### src/rtl/cd_sub.sv
// Single-cycle CPU datapath with a 16-entry register file, ALU, flags and a return-address stack.
// Optional carry/borrow flag is enabled by defining CD_SUB_CARRY_EN; otherwise c is tied to 0.
module cd_sub #(
  parameter int DATA_W      = 8,
  parameter int STACK_DEPTH = 4,
  parameter int PC_W        = 10
) (
  input  logic            clk,
  input  logic            reset,
  input  logic [15:0]     instr,
  output logic [PC_W-1:0] pc,
  input  logic            s_inc,
  input  logic            s_inm,
  input  logic            we3,
  input  logic            wez,
  input  logic [2:0]      op_alu,
  input  logic            s_call,
  input  logic            s_ret,
  output logic            z,
  output logic            c,
  output logic [5:0]      opcode,
  output logic            stack_full,
  output logic            stack_empty,
  output logic            stack_err
);

  localparam int SP_W  = $clog2(STACK_DEPTH + 1);
  localparam int IDX_W = (STACK_DEPTH > 1) ? $clog2(STACK_DEPTH) : 1;

  logic [DATA_W-1:0] r_rf [16];
  logic [PC_W-1:0]   r_stack [STACK_DEPTH];
  logic [PC_W-1:0]   r_pc;
  logic [SP_W-1:0]   r_sp;
  logic              r_z;
  logic              r_err;

  logic [3:0]        w_ra1, w_ra2, w_wa3;
  logic [DATA_W-1:0] w_rd1, w_rd2, w_y, w_wd3;
  logic              w_zalu;
  logic [PC_W-1:0]   w_pc_inc, w_jmp, w_top;
  logic [SP_W-1:0]   w_sp_m1;
  logic [IDX_W-1:0]  w_push_idx, w_pop_idx;
  logic              w_full, w_empty;

  assign w_ra1 = instr[11:8];
  assign w_ra2 = instr[7:4];
  assign w_wa3 = instr[3:0];

  // r0 is hard-wired to zero on the read side; its storage is never written.
  assign w_rd1 = (w_ra1 == 4'd0) ? '0 : r_rf[w_ra1];
  assign w_rd2 = (w_ra2 == 4'd0) ? '0 : r_rf[w_ra2];

  always_comb begin
    w_y = '0;
    case (op_alu)
      3'b000:  w_y = w_rd1;
      3'b001:  w_y = ~w_rd1;
      3'b010:  w_y = w_rd1 + w_rd2;
      3'b011:  w_y = w_rd1 - w_rd2;
      3'b100:  w_y = w_rd1 & w_rd2;
      3'b101:  w_y = w_rd1 | w_rd2;
      3'b110:  w_y = DATA_W'(0) - w_rd1;
      default: w_y = DATA_W'(0) - w_rd2;
    endcase
  end

  assign w_zalu = (w_y == '0);
  assign w_wd3  = s_inm ? DATA_W'(instr[11:4]) : w_y;

  always_ff @(posedge clk or negedge reset) begin
    if (!reset) begin
      for (int i = 0; i < 16; i++) r_rf[i] <= '0;
    end else if (we3 && (w_wa3 != 4'd0)) begin
      r_rf[w_wa3] <= w_wd3;
    end
  end

  always_ff @(posedge clk or negedge reset) begin
    if (!reset)   r_z <= 1'b0;
    else if (wez) r_z <= w_zalu;
  end

`ifdef CD_SUB_CARRY_EN
  logic [DATA_W:0] w_sum;
  logic            w_calu;
  logic            r_c;

  assign w_sum = {1'b0, w_rd1} + {1'b0, w_rd2};

  always_comb begin
    w_calu = 1'b0;
    case (op_alu)
      3'b010:  w_calu = w_sum[DATA_W];
      3'b011:  w_calu = (w_rd1 < w_rd2);
      default: w_calu = 1'b0;
    endcase
  end

  always_ff @(posedge clk or negedge reset) begin
    if (!reset)   r_c <= 1'b0;
    else if (wez) r_c <= w_calu;
  end

  assign c = r_c;
`else
  assign c = 1'b0;
`endif

  assign w_pc_inc   = r_pc + PC_W'(1);
  assign w_jmp      = instr[PC_W-1:0];
  assign w_full     = (r_sp == SP_W'(STACK_DEPTH));
  assign w_empty    = (r_sp == '0);
  assign w_sp_m1    = r_sp - SP_W'(1);
  assign w_push_idx = r_sp[IDX_W-1:0];
  assign w_pop_idx  = w_sp_m1[IDX_W-1:0];
  assign w_top      = r_stack[w_pop_idx];

  // Return beats call; a call on a full stack still jumps but loses its return address.
  always_ff @(posedge clk or negedge reset) begin
    if (!reset) begin
      r_pc  <= '0;
      r_sp  <= '0;
      r_err <= 1'b0;
      for (int i = 0; i < STACK_DEPTH; i++) r_stack[i] <= '0;
    end else if (s_ret) begin
      if (!w_empty) begin
        r_pc <= w_top;
        r_sp <= w_sp_m1;
      end else begin
        r_pc  <= w_pc_inc;
        r_err <= 1'b1;
      end
    end else if (s_call) begin
      r_pc <= w_jmp;
      if (!w_full) begin
        r_stack[w_push_idx] <= w_pc_inc;
        r_sp                <= r_sp + SP_W'(1);
      end else begin
        r_err <= 1'b1;
      end
    end else begin
      r_pc <= s_inc ? w_pc_inc : w_jmp;
    end
  end

  assign pc          = r_pc;
  assign z           = r_z;
  assign opcode      = instr[15:10];
  assign stack_full  = w_full;
  assign stack_empty = w_empty;
  assign stack_err   = r_err;

endmodule

### config.mk
export PLATFORM = sky130hd
export DESIGN_NAME = cd_sub
export DESIGN_NICKNAME = d
export VERILOG_FILES = /design/src/rtl/cd_sub.sv
export SDC_FILE = /design/constraint.sdc
export NUM_CORES = 1
export LEC_CHECK = 0
export CORE_ASPECT_RATIO = 1.2
export CORE_MARGIN = 1
export CORE_UTILIZATION = 60
export CTS_BUF_LIST = sky130_fd_sc_hd__clkbuf_4 sky130_fd_sc_hd__clkbuf_8
export DETAILED_ROUTE_END_ITERATION = 8
export PLACE_DENSITY = 0.8
export SETUP_SLACK_MARGIN = 0.3
export SLEW_MARGIN = 20
export SYNTH_ARGS = -nofsm -noshare
export SYNTH_HDL_FRONTEND = slang
export SYNTH_SLANG_ARGS = --single-unit
export TNS_END_PERCENT = 1
### constraint.sdc
create_clock -name clk -period 5.5 [get_ports clk]
set_clock_uncertainty 0.05 [all_clocks]
set_input_delay 0.825 -clock clk [delete_from_list [all_inputs] [get_ports clk]]
set_output_delay 0.825 -clock clk [all_outputs]
set_load 0.01 [all_outputs]
# [Yosys cells after proc, flatten, opt, wreduce, memory -nomap -nowiden]
# Index checks and enable logic that the tools add are counted.
[word_totals] register_bits=183 in_bits=27 out_inout_bits=21 wordCells=103
[classes] n_addsub=7 magnitude_cmp=7 eq_ne=10 n_mux=31 bitwise=10 reduce_logical=14
[ops] operator="bitwise mux 128 bit" n=1
[ops] operator="two-way mux 10 bit" n=7
[ops] operator="binary-select mux 8 bit (select 4 bit)" n=2
[ops] operator="two-way mux 8 bit" n=8
[ops] operator="one-hot mux 8 bit (7 select lines)" n=1
[ops] operator="bitwise mux 40 bit" n=1
[ops] operator="demux 8 bit (select 4 bit)" n=1
[ops] operator="binary-select mux 10 bit (select 2 bit)" n=1
[ops] operator="demux 10 bit (select 2 bit)" n=1
[ops] operator="subtractor 1 x 8 -> 8 bit, first input constant" n=2
[ops] operator="greater-or-equal comparator 5 bit, second input constant" n=3
[ops] operator="inverter 4 -> 5 bit" n=3
[ops] operator="equality test 3 bit, second input constant" n=4
[ops] operator="two-way mux 3 bit" n=4
[ops] operator="adder 10 x 1 -> 10 bit, second input constant" n=1
[ops] operator="AND reduction 3 bit" n=3
[ops] operator="adder 8 bit" n=1
[ops] operator="bitwise AND 8 bit" n=1
[ops] operator="zero test 4 bit" n=2
[ops] operator="zero test 8 bit" n=1
[ops] operator="inverter 8 bit" n=1
[ops] operator="bitwise OR 8 bit" n=1
[ops] operator="subtractor 8 bit" n=1
[ops] operator="equality test 3 x 2 -> 1 bit, second input constant" n=2
[ops] operator="other kinds (15)" n=26

# [Longest topological paths before layout]
# Gate-level depths: netlist of run 1.
[logic_depth] word_depth=9 mapped_depth=21 ltp_nobuf=17

# [Least setup slack after synthesis of run 1]
# Ideal clock, no wire load.
[synth_timing] kind="input to register" startpoint="in instr[4]" endpoint="reg r_rf[53] (netlist name)" setup_time_ns=0.125 t_arrival_ns=4.587 required_ns=5.325 setup_slack_ns=0.738 cell_stages=17 n_path_buf=2 cell_sequence="buf_6 mux4_2 mux4_2 inv_1 ha_1 mux2i_1 ha_1 nor2b_1 o21ai_0 a21boi_0 o21ai_0 nor3b_1 o31ai_1 a32o_1 mux2_2 buf_2 mux2_2"
[synth_via] elab_chain_cells=9 elab_cells_between_ends=14 classes_between="3 x add/sub; 7 x mux; 3 x bitwise; 1 x reduce/logical"
[synth_lines] item="start, declared" line_no="10" source="input logic [15:0] instr,"
[synth_lines] item="inverter 4 -> 5 bit (not written as such)" line_no="51" source="assign w_rd2 = (w_ra2 == 4'd0) ? '0 : r_rf[w_ra2];"
[synth_lines] item="binary-select mux 8 bit (select 4 bit)" line_no="51"
[synth_lines] item="two-way mux 8 bit (not written as such) (2 in series)" line_no="51"
[synth_lines] item="two-way mux 8 bit (*)" line_no="51"
[synth_lines] item="subtractor 1 x 8 -> 8 bit, or another cell as far along" line_no="63" source="default: w_y = DATA_W'(0) - w_rd2;"
[synth_lines] item="one-hot mux 8 bit (7 select lines) (*)" line_no="55" source="case (op_alu)"
[synth_lines] item="two-way mux 8 bit (*)" line_no="68" source="assign w_wd3 = s_inm ? DATA_W'(instr[11:4]) : w_y;"
[synth_lines] item="bitwise mux 128 bit (*)" line_no="74" source="r_rf[w_wa3] <= w_wd3;"
[synth_lines] item="end signal, assigned by index" line_no="74"
[synth_lines] item="end, declared" line_no="30" source="logic [DATA_W-1:0] r_rf [16];"
# Every way passes the cells marked *; elsewhere a longest branch is shown, timed or not. The select of a mux whose other input is x is not followed.
# A chain may end at the register's enable or synchronous reset.

# [Worst setup path in the final report of run 1]
[layout_timing] startpoint="in instr[5]" endpoint="reg r_rf[5] (netlist name)"
# Same word-level chain as after synthesis.

==> results of run 1 <==
==> path summary, 6_finish.rpt <==
| path | from | end | slack [ns] | depth (start not counted) |
|---|---|---|---|---|
| min in group asynchronous | reset | r_stack[1]$_DFFE_PN0P_ | 0.38 | 1 |
| worst max register to register | r_rf[40]$_DFFE_PN0P_ | r_rf[5]$_DFFE_PN0P_ | 0.91 | 15 |
| worst max-delay path | instr[5] | r_rf[5]$_DFFE_PN0P_ | 0.51 | 16 |
| worst min register to register | r_rf[125]$_DFFE_PN0P_ | r_rf[125]$_DFFE_PN0P_ | 0.34 | 0 |
| max in group asynchronous | reset | r_rf[72]$_DFFE_PN0P_ | 3.81 | 2 |
| worst min-delay path | r_rf[125]$_DFFE_PN0P_ | r_rf[125]$_DFFE_PN0P_ | 0.34 | 0 |
==> sequential cells by signal (all words and copies together), names as in the netlist <==
register / count
z: 1
r_sp: 3
r_rf: 121
pc: 10
r_stack: 40
stack_err: 1
==> cell type report <==
| type | instances | area [um^2] |
|---|---|---|
| clock buffers | 19 | 249.0 |
| clock inverters | 13 | 128.9 |
| fillers | 1341 | 5574 |
| inverters | 19 | 71.32 |
| multi-input cells | 743 | 5694 |
| flip-flops and latches | 176 | 4404 |
| well taps | 216 | 270.3 |
| repair buffers | 74 | 654.4 |
==> metrics by stage <==
step | std cells | utilization | worst slack (ns) | instance area [um^2] | hold WS (ns)
2_1_floorplan | 1008 | - | 0.7382 | 10550 | 0.3746
3_3_place_gp | 1228 | 0.6505 | 0.1956 | 11090 | 0.3308
3_5_place_dp | 1228 | 0.6505 | 0.02689 | 11090 | 0.3224
4_1_cts | 1260 | 0.6727 | 0.5069 | 11470 | 0.3426
5_1_grt | 1260 | 0.6730 | 0.3065 | 11470 | 0.3525
6_report | 1260 | 0.6730 | 0.5058 | 11470 | 0.3391
==> cells by family after synthesis <==
kind of cell	count (synthesis)	share of synthesized area
fa+ha+maj	19	0.02325
flops	176	0.4176
other cells	1	0.0003556
compound gates	228	0.1339
xor+xnor	25	0.02207
buf+inv	89	0.04295
mux	175	0.2377
simple gates	295	0.1221
==> power by group through the flow <==
stage               Combinational, W  Sequential [W]  Clock (W)
finish                       0.00203         0.00215   0.000879
global route                 0.00222         0.00220   0.000939
CTS                          0.00202         0.00213   0.000889
detailed placement           0.00200         0.00216          0
global placement             0.00194         0.00213          0
floorplan                    0.00153         0.00202          0
==> per-layer routing <==
layer  vias to the layer above  global-route usage
met5                         -                   0
met4                         0              0.1476
met3                        79             0.04930
met2                       319              0.5177
met1                      4105              0.4252
li1                       3694                   -
==> cell usage in the layout, fill, tap and decap left out, drive strengths merged, types with 4 or more instances in the layout <==
master         netlist  routed
a211oi               4       4
a21boi               4       4
a21oi               30      30
a221oi               5       5
a22oi                9       9
a31oi                4       4
and2                 9       9
and3                 8       8
buf                 34      39
clkbuf              36      19
clkdlybuf4s50        0      35
clkinv               1       5
dfrtp              176     176
ha                  18      18
inv                 18      23
mux2                84      84
mux2i               39      39
mux4                52      52
nand2              180     180
nand2b               6       6
nand3               15      15
nor2                39      39
nor2b               13      13
nor3                 8       8
nor3b                5       5
o21a                 4       4
o21ai              118     118
o221ai               5       5
o22ai               10      10
or2                  6       6
xnor2                9       9
xor2                15      15
==> worst max-delay path, stage by stage <==
cell and delay [ns]:
clkdlybuf4s50_1 0.61, mux4_2 0.35, mux4_2 0.55, inv_1 0.14
ha_1 0.24, mux2i_1 0.23, ha_1 0.28, nor2b_1 0.13
o21ai_0 0.19, a21boi_0 0.16, o21ai_1 0.25, nor3b_1 0.25
o31ai_1 0.11, a32o_1 0.28, mux2_2 0.39, mux2_2 0.30
==> timing repair <==
item                       CTS  global route
setup endpoints to repair    0            15
hold endpoints to repair     0             0
resized for setup            0             1
==> impl_metrics.ini, run 1 <==
[outcome]
status = finished clean

[detailed_routing]
met2WireLength_um = 13310
highest_layer = met4
post-route-drc-count = 0
viasPerCell = 6.506
firstDrtPassIters = 5
detail-route-antenna-nets = 0
wl_met3_um = 1506
drt_iter0_markers = 691
vias = 8197
routed_wl_um = 27130
wl_met1_um = 11320
wire_per_inst_um = 21.53

[logic_synthesis]
synth_flop_cell = dfrtp_1
netlist_instances = 1008
synth_edf_count = 0
synthTopCellsByCount = 180 x nand2_1, 176 x dfrtp_1, 112 x o21ai_0, 81 x mux2_2, 52 x mux4_2
ys_seq_elements = 176
synth_top_area_cell = dfrtp_1
synthTopCellsByArea = dfrtp_1 42%, mux4_2 11%, mux2_2 8.6%, nand2_1 6.4%, o21ai_0 5.3%
yosysSeqAreaShare = 0.4176
synth.most_common_cell = nand2_1
synth_top_area_frac = 0.4176
synthDistinctLibCells = 70
synth.cell_area_um2 = 10550
syn_nets = 1054
ys_warn_count = 0
synth-async-reset-ratio = 1.000
synth.avg_cell_area_um2 = 10.46

[cells_and_area]
area_growth_pct = 8.780
layout-drive-gt1-share = 0.2079
antennaDiodeCount = 0
nets = 1077

[worst_setup_path]
path_max_fanout = 15
endpoint_kind = flip-flop
critPathLaunchType = input port
worstPathRequired_ns = 5.80
worstSetupPathType = input port to flip-flop
worstPathArrival_ns = 5.30

[cts]
clock-root-buffer = clkbuf_8
numCtsBuffers = 17
clock_sinks = 176
cts_max_path_buffers = 2
post_cts_buffers = 0
cts_htree_levels = 4
worstSkewPairLatency_ns = 0.47
holdBufCountCts = 0
clkTransAtPathRegs_ns = 0.09
tritoncts = done

[grt]
grt_pass1_vias = 8080
antenna_found_initial = 0
grt-ovfl-total = 0
grt_max_degree = 103
grt_use_total = 0.3205
grt_pass1_wl_um = 43660

[pwr]
p_int_w = 0.003163
powerDensity_nw_per_um2 = 440.6
p_leak_nw = 4.962
peakVddDrop_mv = 0.2458
combPwrFrac = 0.401
p_switching_w = 0.001891
p_clk_frac = 0.174
seqPwrFrac = 0.425
power_w = 0.005054
sw_frac_of_total = 0.3741

[flow_run]
maxCapViolations = 0

[sta]
finalHoldViolCount = 0
finalCriticalPeriod_ns = 4.994
period_share = 0.9080
slew_viol_final = 0
slew_headroom = 0.3759
setup_viol_count_final = 0
fmax_mhz = 200.2
setup_tns_ns = 0
rsz0062_at_grt = false
worst_pin_slew_ns = 0.9361

[placed_design]
place.gp.congestion = 0.9156
detailed_place_hpwl_um = 19410
port_buffers = 38

[die]
dieWidth_um = 123.0
dieArea_um2 = 18110
top_level_ports = 48
dieHeight_um = 147.2
core_area_um2 = 17050
start_util = 0.6187
rows = 52

[hold_path]
hold_class = flip-flop to flip-flop
No activity file was read; power rests on OpenSTA's default activity.
==> run 2, diff against run 1 <==
--- a/config.mk
+++ b/config.mk
@@ -7,10 +7,10 @@
 export LEC_CHECK = 0
 export CORE_ASPECT_RATIO = 1.2
 export CORE_MARGIN = 1
-export CORE_UTILIZATION = 60
+export CORE_UTILIZATION = 54
 export CTS_BUF_LIST = sky130_fd_sc_hd__clkbuf_4 sky130_fd_sc_hd__clkbuf_8
 export DETAILED_ROUTE_END_ITERATION = 8
-export PLACE_DENSITY = 0.8
+export PLACE_DENSITY = 0.73
 export SETUP_SLACK_MARGIN = 0.3
 export SLEW_MARGIN = 20
 export SYNTH_ARGS = -nofsm -noshare
==> run 2 against run 1 <==
Fmax rose by 0.42%. Combinational power barely moved. Clock power rose by 9.7%. Utilization fell by 6.4 points. Sequential power barely moved. Design area rose by 0.87%. Hold slack got worse by 0.020 ns. Register-to-register slack improved by 0.08 ns.
==> impl_metrics.ini, run 2 (synthesis results as in run 1) <==
[cells_and_area]
area_growth_pct = 9.728
antennaDiodeCount = 0
nets = 1079
layout-drive-gt1-share = 0.2094
largest_register = r_rf
fillers = 1591
final_cells = 1302
final_cell_mix = 180 x nand2_1, 176 x dfrtp_1, 111 x o21ai_0, 81 x mux2_2, 52 x mux4_2
stdcell_area_um2 = 11570
final_common_cell = nand2_1
largest_reg_flops = 121

[sta]
period_share = 0.9042
setup_viol_count_final = 0
worst_pin_slew_ns = 0.8669
rsz0062_at_grt = false
fmax_mhz = 201.1
finalCriticalPeriod_ns = 4.973
slew_headroom = 0.4202
slew_viol_final = 0
finalHoldViolCount = 0

[pwr]
powerDensity_nw_per_um2 = 443.8
p_int_w = 0.003226
sw_frac_of_total = 0.3718
p_clk_frac = 0.188
combPwrFrac = 0.395
p_switching_w = 0.001909
peakVddDrop_mv = 0.2002
seqPwrFrac = 0.417
p_leak_nw = 4.986

[placed_design]
detailed_place_hpwl_um = 19620
place_inst = 1270
place.gp.congestion = 0.9506
port_buffers = 38
postPlaceCellArea_um2 = 11140

[die]
dieWidth_um = 129.6
top_level_ports = 48
start_util = 0.5553
rows = 55
core_area_um2 = 18990
dieArea_um2 = 20100
dieHeight_um = 155.1

[cts]
worstSkewPairLatency_ns = 0.47
clkTransAtPathRegs_ns = 0.10
tritoncts = done
cts_htree_levels = 4
cts_max_path_buffers = 2
numCtsBuffers = 17
post_cts_buffers = 0
clock-root-buffer = clkbuf_8
clock_sinks = 176

[grt]
grt-ovfl-total = 0
grt_use_total = 0.2903
grt_pass1_wl_um = 44030
grt_max_degree = 86
antenna_found_initial = 0
grt_pass1_vias = 7916

[detailed_routing]
routed_wl_um = 27410
detail-route-antenna-nets = 0
wire_per_inst_um = 21.05
drt_iter0_markers = 730
vias = 8116
post-route-drc-count = 0
viasPerCell = 6.233
firstDrtPassIters = 5

[worst_setup_path]
cpPeakStageDelay_ns = 0.66
worstPathRequired_ns = 5.80
path_max_fanout = 15
cp_slowest_cell = clkdlybuf4s50_1
worstSetupPathType = input port to flip-flop
worstPathArrival_ns = 5.28
critPathLaunchType = input port
endpoint_kind = flip-flop
crit_chain = clkdlybuf4s50_1, mux4_2, mux4_2, inv_1, ha_1, mux2i_1, ha_1, nor2b_1, o21ai_0, a21boi_0, o21ai_1, nor3b_1, o31ai_1, a32o_1, mux2_2, mux2_2
r2r_slack_ns = 0.99

[outcome]
status = finished clean

[flow_run]
maxCapViolations = 0

[hold_path]
hold_class = input port to asynchronous set/reset pin
## run 2: final timing paths
path                                       startpoint                       to  depth (start not counted)
worst max-delay path                         instr[5]      r_rf[5]$_DFFE_PN0P_                         16
worst min-delay path                            reset  r_stack[31]$_DFFE_PN0P_                          1
worst max register to register   r_rf[64]$_DFFE_PN0P_      r_rf[5]$_DFFE_PN0P_                         15
worst min register to register  r_rf[125]$_DFFE_PN0P_    r_rf[125]$_DFFE_PN0P_                          0
max in group asynchronous                       reset     r_rf[57]$_DFFE_PN0P_                          2
min in group clk                r_rf[125]$_DFFE_PN0P_    r_rf[125]$_DFFE_PN0P_                          0
## run 2: per-stage QoR
stage	TNS (ns)	total power [W]	hold slack, ns	setup slack [ns]	utilization
2_1_floorplan	0	0.003550	0.3746	0.7382	-
3_3_place_gp	0	0.004089	0.3329	0.1315	0.5866
3_5_place_dp	-0.1149	0.004162	0.3338	-0.02180	0.5866
4_1_cts	0	0.005129	0.3524	0.4730	0.6088
5_1_grt	0	0.005459	0.3626	0.3057	0.6093
6_report	0	0.005135	0.3187	0.5269	0.6093
## run 2: per-layer routing
metal  track usage  vias up  wire length (um)
li1              -     3691                 -
met1        0.3786     3973             11170
met2        0.4708      360             13310
met3       0.04883       92              1754
met4        0.1379        0              1176
met5             0        -                 0
## run 2: repair_timing
action	4_1_cts	5_1_grt
hold buffers	0	0
resized for setup	0	3
endpoints found under the setup margin	0	30
## run 2: cell type report
type	instances	area (um^2)	share of cell area
clock buffer	19	255.2	0.02206
clock inverter	13	165.2	0.01427
inverter	19	71.32	0.006163
multi-input combinational	743	5695	0.4922
sequential	176	4404	0.3806
tap	256	320.3	0.02768
timing repair buffer	76	660.6	0.05709
## run 2: power groups by stage
stage / logic [W] / registers (W) / clock network [W]
5_1_grt: 0.00222 / 0.00220 / 0.00103
4_1_cts: 0.00201 / 0.00214 / 0.000981
2_1_floorplan: 0.00153 / 0.00202 / 0
3_3_place_gp: 0.00195 / 0.00214 / 0
3_5_place_dp: 0.00200 / 0.00216 / 0
6_report: 0.00203 / 0.00214 / 0.000964
## run 2: worst max-delay path, delay by kind of cell
family	cells	cell delay [ns]
muxes	5	1.84
AOI/OAI and AO/OA	5	0.97
buffers and inverters	2	0.79
adders and majority gates	2	0.51
and+or+nand+nor	2	0.34
==> edit 1: new RTL, flow settings as in run 1 <==
The parameter `PC_W` goes from 10 to 5.
--- a/src/rtl/cd_sub.sv
+++ b/src/rtl/cd_sub.sv
@@ -3,7 +3,7 @@
 module cd_sub #(
   parameter int DATA_W      = 8,
   parameter int STACK_DEPTH = 4,
-  parameter int PC_W        = 10
+  parameter int PC_W        = 5
 ) (
   input  logic            clk,
   input  logic            reset,
Interface: changed (resized pc); port bits go from 48 to 43. No check against the original RTL was run, so the function may have changed too.
==> edit 1 against run 1 <==
  * Total power is 3.1% lower
  * Combinational power is 5% lower
  * Fmax is 0.55% higher
  * Setup slack better by 0.027 ns
  * Sequential share of layout area is 2.9 points lower
  * Sequential cell count is 22 lower
  * Clock power is 24% higher
  * Area after synthesis is 8.5% lower
  * Synthesized cell count is 16% lower
  * Utilization is 2.2 points higher
  * Critical path depth is 1 higher
  * Final area is 5.3% lower
  * Routed wire length is 2.1% lower
==> edit 1: results <==
INSERT INTO impl_metrics (metric_group, metric, value, unit) VALUES
('status', 'outcome', 'finished, final reports clean', ''),
('synthesis', 'synth_top_cells_by_area', 'sky130_fd_sc_hd__dfrtp_1 (40%), sky130_fd_sc_hd__mux2_2 (16%), sky130_fd_sc_hd__mux4_2 (10%), sky130_fd_sc_hd__mux2i_1 (3.2%), sky130_fd_sc_hd__ha_1 (2.3%)', ''),
('cells_and_area', 'num-nets-final', '928', ''),
('global_routing', 'grt_util_all_layers', '0.336', ''),
('cells_and_area', 'layout_cells_sized_above_1', '0.326', ''),
('routing', 'route.vias.total', '7364', ''),
('worst_setup_path', 'setup_slack_of_the_most_critical_reg_to_reg_path', '0.99', 'ns'),
('place', 'port-buffer-count', '33', ''),
('place', 'detailedPlacementHpwl', '18.9', 'mm'),
('cells_and_area', 'fin_cells', '1102', ''),
('global_routing', 'grt_pass1_vias', '7752', ''),
('synthesis', 'mean_instance_size_in_the_synthesized_netlist', '11.5', 'sq um'),
('routing', 'routed-wl-met3', '1.61', 'mm'),
('synthesis', 'synth_nets', '888', ''),
('global_routing', 'gr-usage-met1', '0.390', ''),
('synthesis', 'synth_common_cells', 'sky130_fd_sc_hd__dfrtp_1 (154), sky130_fd_sc_hd__mux2_2 (140), sky130_fd_sc_hd__nand2_1 (56), sky130_fd_sc_hd__nor2_1 (47), sky130_fd_sc_hd__mux4_2 (43)', ''),
('cells_and_area', 'fillCellCount', '1087', ''),
('synthesis', 'synth.mux.area_fraction', '0.312', ''),
('routing', 'met2_length', '13.5', 'mm'),
('global_routing', 'largest_net_degree_at_the_start_of_global_routing', '111', '');
## edit 1: cell types whose count changed in the layout (fill, tap and decap cells not counted), sizes merged, moves of 8 or more
cell,before,now
dfrtp,176,154
nor2,39,47
o21ai,118,42
mux2,84,147
xor2,15,6
buf,39,57
mux2i,39,31
nand2,180,56
## edit 1: cells by family after synthesis
logic type,after synthesis
AOI/OAI and AO/OA,152
xor gates and xnor gates,22
adders and majority gates,20
buffers and inverters,85
DFF,154
muxes,223
other,1
and+or+nand+nor,185
## edit 1: through the flow
stage	area (sq um)	TNS [ns]	worst slack [ns]	hold WS (ns)
final	10900	0	0.533	0.331
after global routing	10900	0	0.291	0.343
after CTS	10800	0	0.355	0.333
after detailed placement	10300	-1.23	-0.0890	0.315
after global placement	10300	0	0.0297	0.318
after floorplan	9650	0	0.594	0.378
## edit 1: worst max-delay path, cell delays in order
cell and delay (ns):
sky130_fd_sc_hd__clkdlybuf4s50_1 0.66, sky130_fd_sc_hd__or2_2 0.42, sky130_fd_sc_hd__o21ai_0 0.42, sky130_fd_sc_hd__o32a_1 0.29
sky130_fd_sc_hd__ha_1 0.22, sky130_fd_sc_hd__inv_1 0.07, sky130_fd_sc_hd__fa_1 0.41, sky130_fd_sc_hd__nand2_1 0.08
sky130_fd_sc_hd__nand2_1 0.06, sky130_fd_sc_hd__a21o_1 0.20, sky130_fd_sc_hd__a21o_1 0.19, sky130_fd_sc_hd__a21oi_1 0.18
sky130_fd_sc_hd__xor2_1 0.24, sky130_fd_sc_hd__o21ai_0 0.11, sky130_fd_sc_hd__a22o_1 0.23, sky130_fd_sc_hd__mux2_4 0.36
sky130_fd_sc_hd__mux2_2 0.30
## edit 1: power by group through the flow
stage | sequential [mW] | clock, mW | combinational (mW)
finish | 1.89 | 1.09 | 1.92
global route | 1.93 | 1.14 | 2.08
CTS | 1.87 | 1.09 | 1.90
detailed placement | 1.89 | 0 | 1.89
global placement | 1.84 | 0 | 1.82
floorplan | 1.77 | 0 | 1.41
## edit 1: timing repair
item / in CTS / in global routing
buffers inserted: 0 / 0
hold endpoints to repair: 0 / 0
gates resized for setup: 0 / 2
setup endpoints to repair: 0 / 38
## edit 1: path summary, 6_finish.rpt
kind | endpoint
hold / removal | r_rf[125]
setup reg to reg | r_rf[21]
hold reg to reg | r_rf[125]
min in group asynchronous | r_stack[7]
max in group asynchronous | r_rf[12]
setup / recovery | r_rf[94]
## edit 1: cell type report
type                       count  share of cell area
clock inverter                13              0.0243
multi-input combinational    603               0.496
timing repair buffer          87              0.0713
tap                          208              0.0240
sequential                   154               0.355
clock buffer                  18              0.0228
inverter                      19             0.00656
==> edit 2: new RTL, settings of run 1 <==
Made on the original files. Remove the case item `3'b011` of the case on `op_alu`.
--- a/src/rtl/cd_sub.sv
+++ b/src/rtl/cd_sub.sv
@@ -56,7 +56,6 @@
       3'b000:  w_y = w_rd1;
       3'b001:  w_y = ~w_rd1;
       3'b010:  w_y = w_rd1 + w_rd2;
-      3'b011:  w_y = w_rd1 - w_rd2;
       3'b100:  w_y = w_rd1 & w_rd2;
       3'b101:  w_y = w_rd1 | w_rd2;
       3'b110:  w_y = DATA_W'(0) - w_rd1;
Check against the original RTL: not equivalent (a bounded check fails within 4 cycles, from zero or initial values and one cycle with reset low).
==> edit 2 against run 1 <==
  * Fmax up 2.4%
  * Final cell count down 0.24%
  * Setup slack better by 0.12 ns
  * Clock power up 16%
  * Sequential cell count up 7
  * Area after synthesis up 4.5%
  * Total power up 4.0%
  * Routed wire length up 6.1%
  * Final area up 4.6%
  * Count of clock-buffer cells in the layout down 2
  * Global-route usage up 0.20 points
  * Synthesized cell count up 0.60%
  * Highest routed layer unchanged
==> edit 2: results <==
INSERT INTO impl_metrics (metric_group, metric, value, unit) VALUES
('status', 'outcome', 'finished, final reports clean', ''),
('place', 'postPlaceCellArea', '11600', 'sq um'),
('clock_network', 'cts.reportedPaths.clkPinSlew', '0.11', 'ns'),
('cells_and_area', 'layout_cells_sized_above_1', '0.238', ''),
('routing', 'drt_wl_total', '28.8', 'mm'),
('routing', 'vias_per_cell', '6.66', ''),
('worst_setup_path', 'timing.critical_path.arrival', '5.20', 'ns'),
('cells_and_area', 'comb.multi_input.count', '719', ''),
('cells_and_area', 'register_area', '4580', 'sq um'),
('global_routing', 'grt_pass1_vias', '8269', ''),
('global_routing', 'gr-usage-met1', '0.396', ''),
('global_routing', 'largest_net_degree_at_the_start_of_global_routing', '78', ''),
('cells_and_area', 'largest_register_ff_count', '128', ''),
('power_and_ir_drop', 'leakage', '5.24', 'nW'),
('cells_and_area', 'final-nonclk-buf-share', '0.0533', ''),
('worst_setup_path', 'setup_slack_of_the_most_critical_reg_to_reg_path', '1.31', 'ns'),
('hold_path', 'min-delay-path-class', 'input port to async pin', ''),
('place', 'place.detailed.instances', '1225', ''),
('worst_setup_path', 'reg_to_reg_startpoint', 'r_rf[80]', ''),
('routing', 'detailedRoute.firstPassIterationCount', '6', ''),
('power_and_ir_drop', 'cellPowerDensity', '438', 'nW/um^2'),
('global_routing', 'grt.met2_usage', '0.552', ''),
('routing', 'routed-wl-met3', '1.90', 'mm'),
('synthesis', 'synth_nets', '1066', ''),
('cells_and_area', 'design.seq.count', '183', ''),
('global_routing', 'grt_first_pass_wirelength', '45.5', 'mm');
## edit 2: cell types whose count changed in the layout (fill, tap and decap cells not counted), moves of 8 or more
cell | before | now
sky130_fd_sc_hd__a22o_1 | 2 | 10
sky130_fd_sc_hd__inv_1 | 16 | 32
sky130_fd_sc_hd__mux2_2 | 81 | 123
sky130_fd_sc_hd__mux2i_1 | 39 | 52
sky130_fd_sc_hd__nand2_1 | 180 | 106
sky130_fd_sc_hd__nor2_1 | 39 | 52
sky130_fd_sc_hd__o21ai_0 | 111 | 80
sky130_fd_sc_hd__o31ai_1 | 2 | 11
## edit 2: worst min-delay path by stage
stage | to | slack (ns) | cells after the start
4_1_cts | r_stack[9] | 0.32 | 1
3_5_place_dp | r_rf[127] | 0.32 | 0
3_3_place_gp | r_rf[127] | 0.31 | 0
2_1_floorplan | r_rf[127] | 0.37 | 1
5_1_grt | r_stack[9] | 0.34 | 1
6_report | r_stack[9] | 0.29 | 1
## edit 2: kinds of logic after synthesis
| kind of cell | Yosys count | synth area share |
|---|---|---|
| simple gates | 244 | 0.103 |
| mux | 225 | 0.274 |
| compound gates | 207 | 0.119 |
| flops | 183 | 0.416 |
| buf+inv | 112 | 0.0454 |
| fa+ha+maj | 25 | 0.0291 |
| xor+xnor | 17 | 0.0135 |
| other cells | 1 | 0.000340 |
## edit 2: critical path: cells and delay by family
family | cells | cell delay, ns
muxes | 4 | 1.39
buffers and inverters | 3 | 1.11
AOI/OAI and AO/OA | 5 | 1.01
and+or+nand+nor | 3 | 0.44
adders and majority gates | 1 | 0.33
xor gates and xnor gates | 1 | 0.09
## edit 2: power breakdown
group,internal [mW],switching (mW)
logic,1.03,1.03
clock network,0.468,0.548
registers,1.81,0.372
total,3.31,1.95
